<file path="src/rtl/p2s_pkg.sv">
// Shared definitions for the p2s serializer.
// Optional feature macro: P2S_PARITY_EN (adds the even-parity bit and the PARITY state).
package p2s_pkg;

  localparam int P2S_DEFAULT_WIDTH = 10;

`ifdef P2S_PARITY_EN
  typedef enum logic [1:0] {
    IDLE   = 2'd0,
    SHIFT  = 2'd1,
    PARITY = 2'd2
  } p2s_state_e;
`else
  typedef enum logic [1:0] {
    IDLE  = 2'd0,
    SHIFT = 2'd1
  } p2s_state_e;
`endif

endpackage

</file>
<file path="src/rtl/p2s.sv">
// p2s: parallel-to-serial framer with registered outputs and back-to-back frames.
// Optional feature macro: P2S_PARITY_EN (one even-parity bit appended after the data bits).
module p2s
  import p2s_pkg::*;
#(
  parameter int WIDTH     = P2S_DEFAULT_WIDTH,
  parameter bit MSB_FIRST = 1'b1
) (
  input  logic             clk,
  input  logic             rst_n,
  input  logic [WIDTH-1:0] din,
  input  logic             din_valid,
  output logic             din_ready,
  output logic             dout,
  output logic             dout_sync,
  output logic             busy
);

  localparam int             CW   = $clog2(WIDTH + 1);
  localparam logic [CW-1:0]  LAST = CW'(WIDTH - 1);

  p2s_state_e       state;
  logic [WIDTH-1:0] shreg;
  logic [WIDTH-1:0] din_rest;
  logic [WIDTH-1:0] shreg_adv;
  logic [CW-1:0]    cnt;
  logic             accept;
  logic             first_bit;
  logic             next_bit;
`ifdef P2S_PARITY_EN
  logic             par;
`endif

  // Bit selection for the configured order; the first bit goes straight to dout
  // at load, so the shift register keeps only the remaining bits.
  always_comb begin
    accept = din_valid & din_ready;
    if (MSB_FIRST) begin
      first_bit = din[WIDTH-1];
      din_rest  = din << 1;
      next_bit  = shreg[WIDTH-1];
      shreg_adv = shreg << 1;
    end else begin
      first_bit = din[0];
      din_rest  = din >> 1;
      next_bit  = shreg[0];
      shreg_adv = shreg >> 1;
    end
  end

  // Frame FSM; din_ready is registered as a look-ahead of "next cycle is IDLE or final bit".
  always_ff @(posedge clk) begin
    if (!rst_n) begin
      state     <= IDLE;
      shreg     <= '0;
      cnt       <= '0;
      dout      <= 1'b0;
      dout_sync <= 1'b0;
      busy      <= 1'b0;
      din_ready <= 1'b0;
`ifdef P2S_PARITY_EN
      par       <= 1'b0;
`endif
    end else if (accept) begin
      state     <= SHIFT;
      shreg     <= din_rest;
      cnt       <= '0;
      dout      <= first_bit;
      dout_sync <= 1'b1;
      busy      <= 1'b1;
`ifdef P2S_PARITY_EN
      par       <= ^din;
      din_ready <= 1'b0;
`else
      din_ready <= (LAST == '0);
`endif
    end else begin
      case (state)
        SHIFT: begin
          if (cnt == LAST) begin
`ifdef P2S_PARITY_EN
            state     <= PARITY;
            dout      <= par;
            dout_sync <= 1'b0;
            din_ready <= 1'b1;
`else
            state     <= IDLE;
            shreg     <= '0;
            cnt       <= '0;
            dout      <= 1'b0;
            dout_sync <= 1'b0;
            busy      <= 1'b0;
            din_ready <= 1'b1;
`endif
          end else begin
            shreg     <= shreg_adv;
            dout      <= next_bit;
            dout_sync <= 1'b0;
            cnt       <= cnt + 1'b1;
`ifdef P2S_PARITY_EN
            din_ready <= 1'b0;
`else
            din_ready <= ((cnt + 1'b1) == LAST);
`endif
          end
        end
        default: begin
          state     <= IDLE;
          shreg     <= '0;
          cnt       <= '0;
          dout      <= 1'b0;
          dout_sync <= 1'b0;
          busy      <= 1'b0;
          din_ready <= 1'b1;
        end
      endcase
    end
  end

endmodule
</file>
<file path="config.mk">
export PLATFORM = sky130hd
export DESIGN_NAME = p2s
export DESIGN_NICKNAME = d
export VERILOG_FILES = /design/src/rtl/p2s_pkg.sv /design/src/rtl/p2s.sv
export SDC_FILE = /design/constraint.sdc
export NUM_CORES = 1
export LEC_CHECK = 0
export CORE_AREA = 2 2 39 41
export DETAILED_ROUTE_END_ITERATION = 10
export DIE_AREA = 0 0 41 43
export GPL_TIMING_DRIVEN = 0
export PLACE_DENSITY = 0.85
export SYNTH_ARGS = -nofsm -noshare
export SYNTH_HDL_FRONTEND = slang
export SYNTH_SLANG_ARGS = --single-unit
</file>
<file path="constraint.sdc">
create_clock -name clk -period 2.5 [get_ports clk]
set_clock_uncertainty 0.2 [all_clocks]
set_input_delay 0.375 -clock clk [delete_from_list [all_inputs] [get_ports clk]]
set_output_delay 0.375 -clock clk [all_outputs]
set_load 0.1 [all_outputs]
</file>
==> metrics.yaml, run 1 <==
synth:
  ys_types: 19
  synth-main-ff-cell: "dfxtp_1"
  synth_top_area_share_pct: 57.6
  synth_area_leaders: "dfxtp_1 58%, a22o_1 13%, ha_1 6.4%"
  ys_ff_latch: 17
  synth_edf_count: 0
  async_flop_share_pct: 0
  synth_xor_area_share_pct: 2.97
  seq_area_frac_synth_pct: 57.6
  synth_fp_nets: 66
  yosys.area_share.adder_pct: 6.36
  yosysMostFrequentCell: "dfxtp_1"
  syn_area_sq_um: 591
  postSynthAreaPerCell_sq_um: 11.8
  synth_mux_area_share_pct: 0
  synth_area_leader_cell: "dfxtp_1"
  yosysWarnings: 0
  synth_top_family_by_area: "compound AO/OA/AOI/OAI gates"
  synthSimpleGateAreaFrac_pct: 8.47
  syn_inst: 50
  synth_compound_area_share_pct: 20.6
  synth_top_cells_by_count: "17 x dfxtp_1, 9 x a22o_1, 3 x ha_1, 3 x nor2_1"
cts:
  clk_pin_slew_worst_paths_ns: 0.10
  max-clock-path-buffers: 2
  cts_buffers: 3
  htree_num_levels: 1
  cts_setup_buffers: 0
  cts_sinks: 17
  cts_resized: 0
  cts_tree: "done"
  hold_buffers: 0
  cts_root_buf: "clkbuf_4"
  clk_latency_ns: 0.28
finish:
  multi_input_area_sq_um: 226
  area_growth_pct: 35.2
  nets: 87
  drive_gt1_share_pct: 10.0
  fill_cells: 127
  seq_area_sq_um: 340
  diodes: 0
timing:
  fin_tns_setup_ns: 0
  tightest_slew_ns: 0.965
  relSlewSlack_pct: 35.5
  fin_crit_ns: 2.37
  fin_hold_ws_ns: 0.257
  slew_violations: 0
  finalCritPeriodShare_pct: 95.0
  hold_viol_final: 0
  fmax_mhz: 421
  grt_setup_unrepaired: "false"
  setup_viol: 0
pwr:
  total_power_uw: 499
  p_per_area_nw_per_um2: 625
  leakage_uw: 0.000329
  ir_drop_uv: 321
global_routing:
  grtUsageMet2_pct: 17.8
  met1_usage_pct: 15.2
  gr-max-usage-layer: "met2"
  grt_pass1_wl_um: 1460
  overflow: 0
  grt.met3_usage_pct: 3.66
  grt_pass1_vias: 371
  grt_use_total_pct: 12.7
  grt_max_degree: 11
  antenna_found_initial: 0
routing:
  dr.first_iter.drc_count: 2
  avgViaCountPerCell: 4.88
  drc_errors: 0
  routedWlPerCell_um: 11.4
  route.vias.total: 420
  first_pass_iters: 2
  routed_wl_um: 983
  ant_nets: 0
placement:
  io_buffers: 16
  place.gp.congestion: 0.729
  dpl.hpwl_um: 739
floorplan:
  initial_core_util_pct: 42.7
  row_count: 14
  die_w_um: 41
  die_h_um: 43
  die_area_sq_um: 1760
  core_sq_um: 1380
  ioPinCount: 17
setup_path:
  ff2ff_path_depth: 5
  critPathMaxStageDelay_ns: 1.15
  ff2ff_setup_slack_ns: 0.92
  reg2reg_from: "cnt[0]$_SDFF_PP0_"
  crit_arrival_ns: 1.80
  critPathTopFamily: "buffers and inverters"
  cp.buffers_inverters: 1
  worstReg2RegEnd: "shreg[8]$_SDFF_PN0_"
  crit_type: "flop to output port"
  crit_path_start_kind: "flop"
  cp-endpoint: "busy"
  end_kind: "output port"
  worstSetupPathDepth: 1
  path_cells: "clkdlybuf4s50_1"
  slowest_stage: "clkdlybuf4s50_1"
  required_ns: 1.92
  cp_max_fo: 4
  cp-startpoint: "state[0]$_SDFFE_PN0P_"
hold_path:
  hold_class: "flop to flop"
  hp-start: "shreg[8]$_SDFF_PN0_"
status:
  status: "finished clean"
flow_run:
  maxCapViolCount: 0
==> metrics by stage <==
step	instance area [sq um]	instances	util (%)	setup slack, ns
floorplan	591	50	-	0.550
global placement	771	82	55.7	0.433
detailed placement	771	82	55.7	0.424
CTS	798	86	57.7	0.110
global route	798	86	57.7	0.0775
finish	798	86	57.7	0.126
==> kinds of logic after synthesis <==
| kind of cell | after synthesis |
|---|---|
| and+or+nand+nor | 10 |
| adders and majority gates | 3 |
| buffers and inverters | 4 |
| DFF | 17 |
| xor gates and xnor gates | 2 |
| AOI/OAI and AO/OA | 14 |
==> placed cells by master, fill, tap and decap left out, types with 2 or more instances in the layout <==
cell type	synthesis	final
clkbuf_4	0	3
dfxtp_1	17	17
nand3_1	2	2
ha_1	3	3
a22o_1	9	9
clkdlybuf4s50_1	0	16
and2_1	2	2
nor2_1	3	3
inv_1	2	2
==> routing by layer <==
layer | wire (um) | vias up
met2 | 432 | 14
met5 | 0 | -
met3 | 78 | 2
li1 | - | 217
met1 | 453 | 187
met4 | 19 | 0
==> layout make-up <==
| type | count | share of cell area [%] |
|---|---|---|
| buffer | 2 | 2.04 |
| clock buffer | 3 | 2.82 |
| clock inverter | 1 | 0.627 |
| inverter | 2 | 0.940 |
| multi-input combinational | 29 | 28.4 |
| sequential | 17 | 42.6 |
| tap | 16 | 2.51 |
| timing repair buffer | 16 | 20.1 |
==> power breakdown <==
part / internal [uW] / switching [uW] / leakage, uW
Sequential: 280 / 4.72 / 0.000138
Combinational: 32.4 / 43.5 / 0.000173
Clock: 59.2 / 79.5 / 0.0000177
Total: 371 / 128 / 0.000329
==> worst min path at each step <==
stage / end / slack [ns] / depth (start not counted)
global placement: shreg[6]$_SDFF_PN0_ / 0.23 / 1
CTS: shreg[9]$_SDFF_PN0_ / 0.26 / 1
detailed placement: shreg[9]$_SDFF_PN0_ / 0.24 / 1
finish: shreg[9]$_SDFF_PN0_ / 0.26 / 1
global route: shreg[4]$_SDFF_PN0_ / 0.27 / 1
floorplan: dout$_SDFF_PN0_ / 0.23 / 1
==> sequential cells by signal, indices dropped and copies added, names as in the netlist <==
name and cells:
cnt 4, din_ready 1, dout 1, dout_sync 1, shreg 9, state 1
Power figures use the tool's default switching activity.
==> inputs of run 2 (changes only) <==
Settings changed: SLEW_MARGIN set to 20.
==> results of run 2 <==
The final DEF is identical to that of run 1; final timing and power are the same.
==> inputs of run 3 (changes only) <==
Settings changed: CTS_CLUSTER_SIZE set to 10, PLACE_DENSITY 0.85 to 0.75.
==> run 3 against run 2 <==
  * Die area did not move
  * Flip-flop and latch count is the same
  * Via count increased by 0.71%
  * Final cell count unchanged
  * Sequential power about the same
  * Worst hold slack got worse by 0.0049 ns
  * Utilization unchanged
  * Critical path type unchanged
==> metrics.yaml, run 3 (synthesis results as in run 1) <==
finish:
  nets: 87  # unchanged
  largest_reg_flops: 9  # unchanged
  fill_cells: 114  # -10%
  final_common_cell: "dfxtp_1"
  top_regs: "shreg (9), cnt (4)"
  top_register: "shreg"
  seq_area_sq_um: 340  # unchanged
  drive_gt1_share_pct: 10.0  # unchanged
  fin_cells: 86  # unchanged
  multi_input_area_sq_um: 226  # unchanged
  area_growth_pct: 35.2  # unchanged
  final_cell_mix: "17 x dfxtp_1, 16 x clkdlybuf4s50_1, 9 x a22o_1"
  diodes: 0  # unchanged
setup_path:
  critPathMaxStageDelay_ns: 1.15  # about the same
  cp.buffers_inverters: 1  # unchanged
  crit_arrival_ns: 1.82  # +0.02 ns
  required_ns: 1.92  # about the same
  path_cells: "clkdlybuf4s50_1"
  end_kind: "output port"
  crit_path_start_kind: "flop"
  cp_max_fo: 4  # unchanged
  crit_type: "flop to output port"
  critPathTopFamily: "buffers and inverters"
  slowest_stage: "clkdlybuf4s50_1"
cts:
  cts_tree: "done"
  cts_buffers: 3  # unchanged
  htree_num_levels: 1  # unchanged
  clk_latency_ns: 0.29  # about the same
  hold_buffers: 0  # unchanged
  cts_root_buf: "clkbuf_4"
  cts_resized: 0  # unchanged
  max-clock-path-buffers: 2  # unchanged
  clk_pin_slew_worst_paths_ns: 0.10  # about the same
  cts_setup_buffers: 0  # unchanged
  cts_sinks: 17  # unchanged
floorplan:
  die_area_sq_um: 1760  # unchanged
  core_sq_um: 1380  # unchanged
  die_w_um: 41  # unchanged
  ioPinCount: 17  # unchanged
  die_h_um: 43  # unchanged
  row_count: 14  # unchanged
  initial_core_util_pct: 42.7  # unchanged
routing:
  routed_wl_um: 897  # -8.7%
  route.vias.total: 423  # +0.71%
  first_pass_iters: 2  # unchanged
  ant_nets: 0  # unchanged
  routedWlPerCell_um: 10.4  # -8.7%
  drc_errors: 0  # unchanged
  dr.first_iter.drc_count: 4  # +2
  avgViaCountPerCell: 4.92  # +0.71%
timing:
  grt_setup_unrepaired: "false"
  fin_crit_ns: 2.39  # +0.0179 ns
  tightest_slew_ns: 0.968  # +0.00298 ns
  hold_viol_final: 0  # unchanged
  fmax_mhz: 418  # -0.75%
  finalCritPeriodShare_pct: 95.7  # +0.71 points
  slew_violations: 0  # unchanged
  relSlewSlack_pct: 35.3  # -0.20 points
  fin_tns_setup_ns: 0  # unchanged
  setup_viol: 0  # unchanged
placement:
  dpl.cell_count: 82  # unchanged
  place.gp.congestion: 0.630  # -14%
  io_buffers: 16  # unchanged
pwr:
  ir_drop_uv: 331  # +3.0%
  leakage_uw: 0.000329  # unchanged
  p_per_area_nw_per_um2: 630  # +0.77%
global_routing:
  antenna_found_initial: 0  # unchanged
  grt_use_total_pct: 12.8  # +0.11 points
  overflow: 0  # unchanged
  grt_pass1_wl_um: 1460  # -0.48%
  grt_max_degree: 11  # unchanged
  grt_pass1_vias: 385  # +3.8%
status:
  status: "finished clean"
hold_path:
  hold_class: "flop to flop"
flow_run:
  maxCapViolCount: 0  # unchanged
## run 3: cell counts in the layout (fill, tap and decap cells not counted)
Identical to the previous run, type by type.
## run 3: layout make-up
cell class	instances	area share [%]
clock buffers	3	2.82
multi-input cells	29	28.4
flip-flops and latches	17	42.6
well taps	16	2.51
repair buffers	16	20.1
inverters	2	0.940
plain buffers	2	2.04
clock inverters	1	0.627
## run 3: stage by stage
step	total power, uW	util [%]	setup slack [ns]	hold slack, ns	instance area, sq um
after floorplan	336	-	0.550	0.226	591
after detailed placement	367	55.7	0.431	0.233	771
final	503	57.7	0.108	0.253	798
after CTS	511	57.7	0.0936	0.256	798
after global placement	366	55.7	0.426	0.229	771
after global routing	525	57.7	0.0312	0.274	798
## run 3: worst paths after layout
kind                          from                  end  slack [ns]  cells after the start
max          state[0]$_SDFFE_PN0P_                 busy        0.11                      1
min            shreg[1]$_SDFF_PN0_  shreg[2]$_SDFF_PN0_        0.25                      1
max reg2reg      cnt[0]$_SDFF_PP0_  shreg[3]$_SDFF_PN0_        0.96                      5
min reg2reg    shreg[1]$_SDFF_PN0_  shreg[2]$_SDFF_PN0_        0.25                      1
## run 3: report_power, final
group          internal [uW]  total [uW]  switching [uW]
registers                280         284            4.64
logic                   32.4        75.6            43.2
clock network           59.5         143            83.5
## run 3: layer usage
layer / GRT usage (%) / vias to the layer above / wire length, um
li1: - / 218 / -
met1: 15.0 / 189 / 430
met2: 17.8 / 12 / 403
met3: 4.71 / 4 / 40
met4: 10.0 / 0 / 23
met5: 0 / - / 0
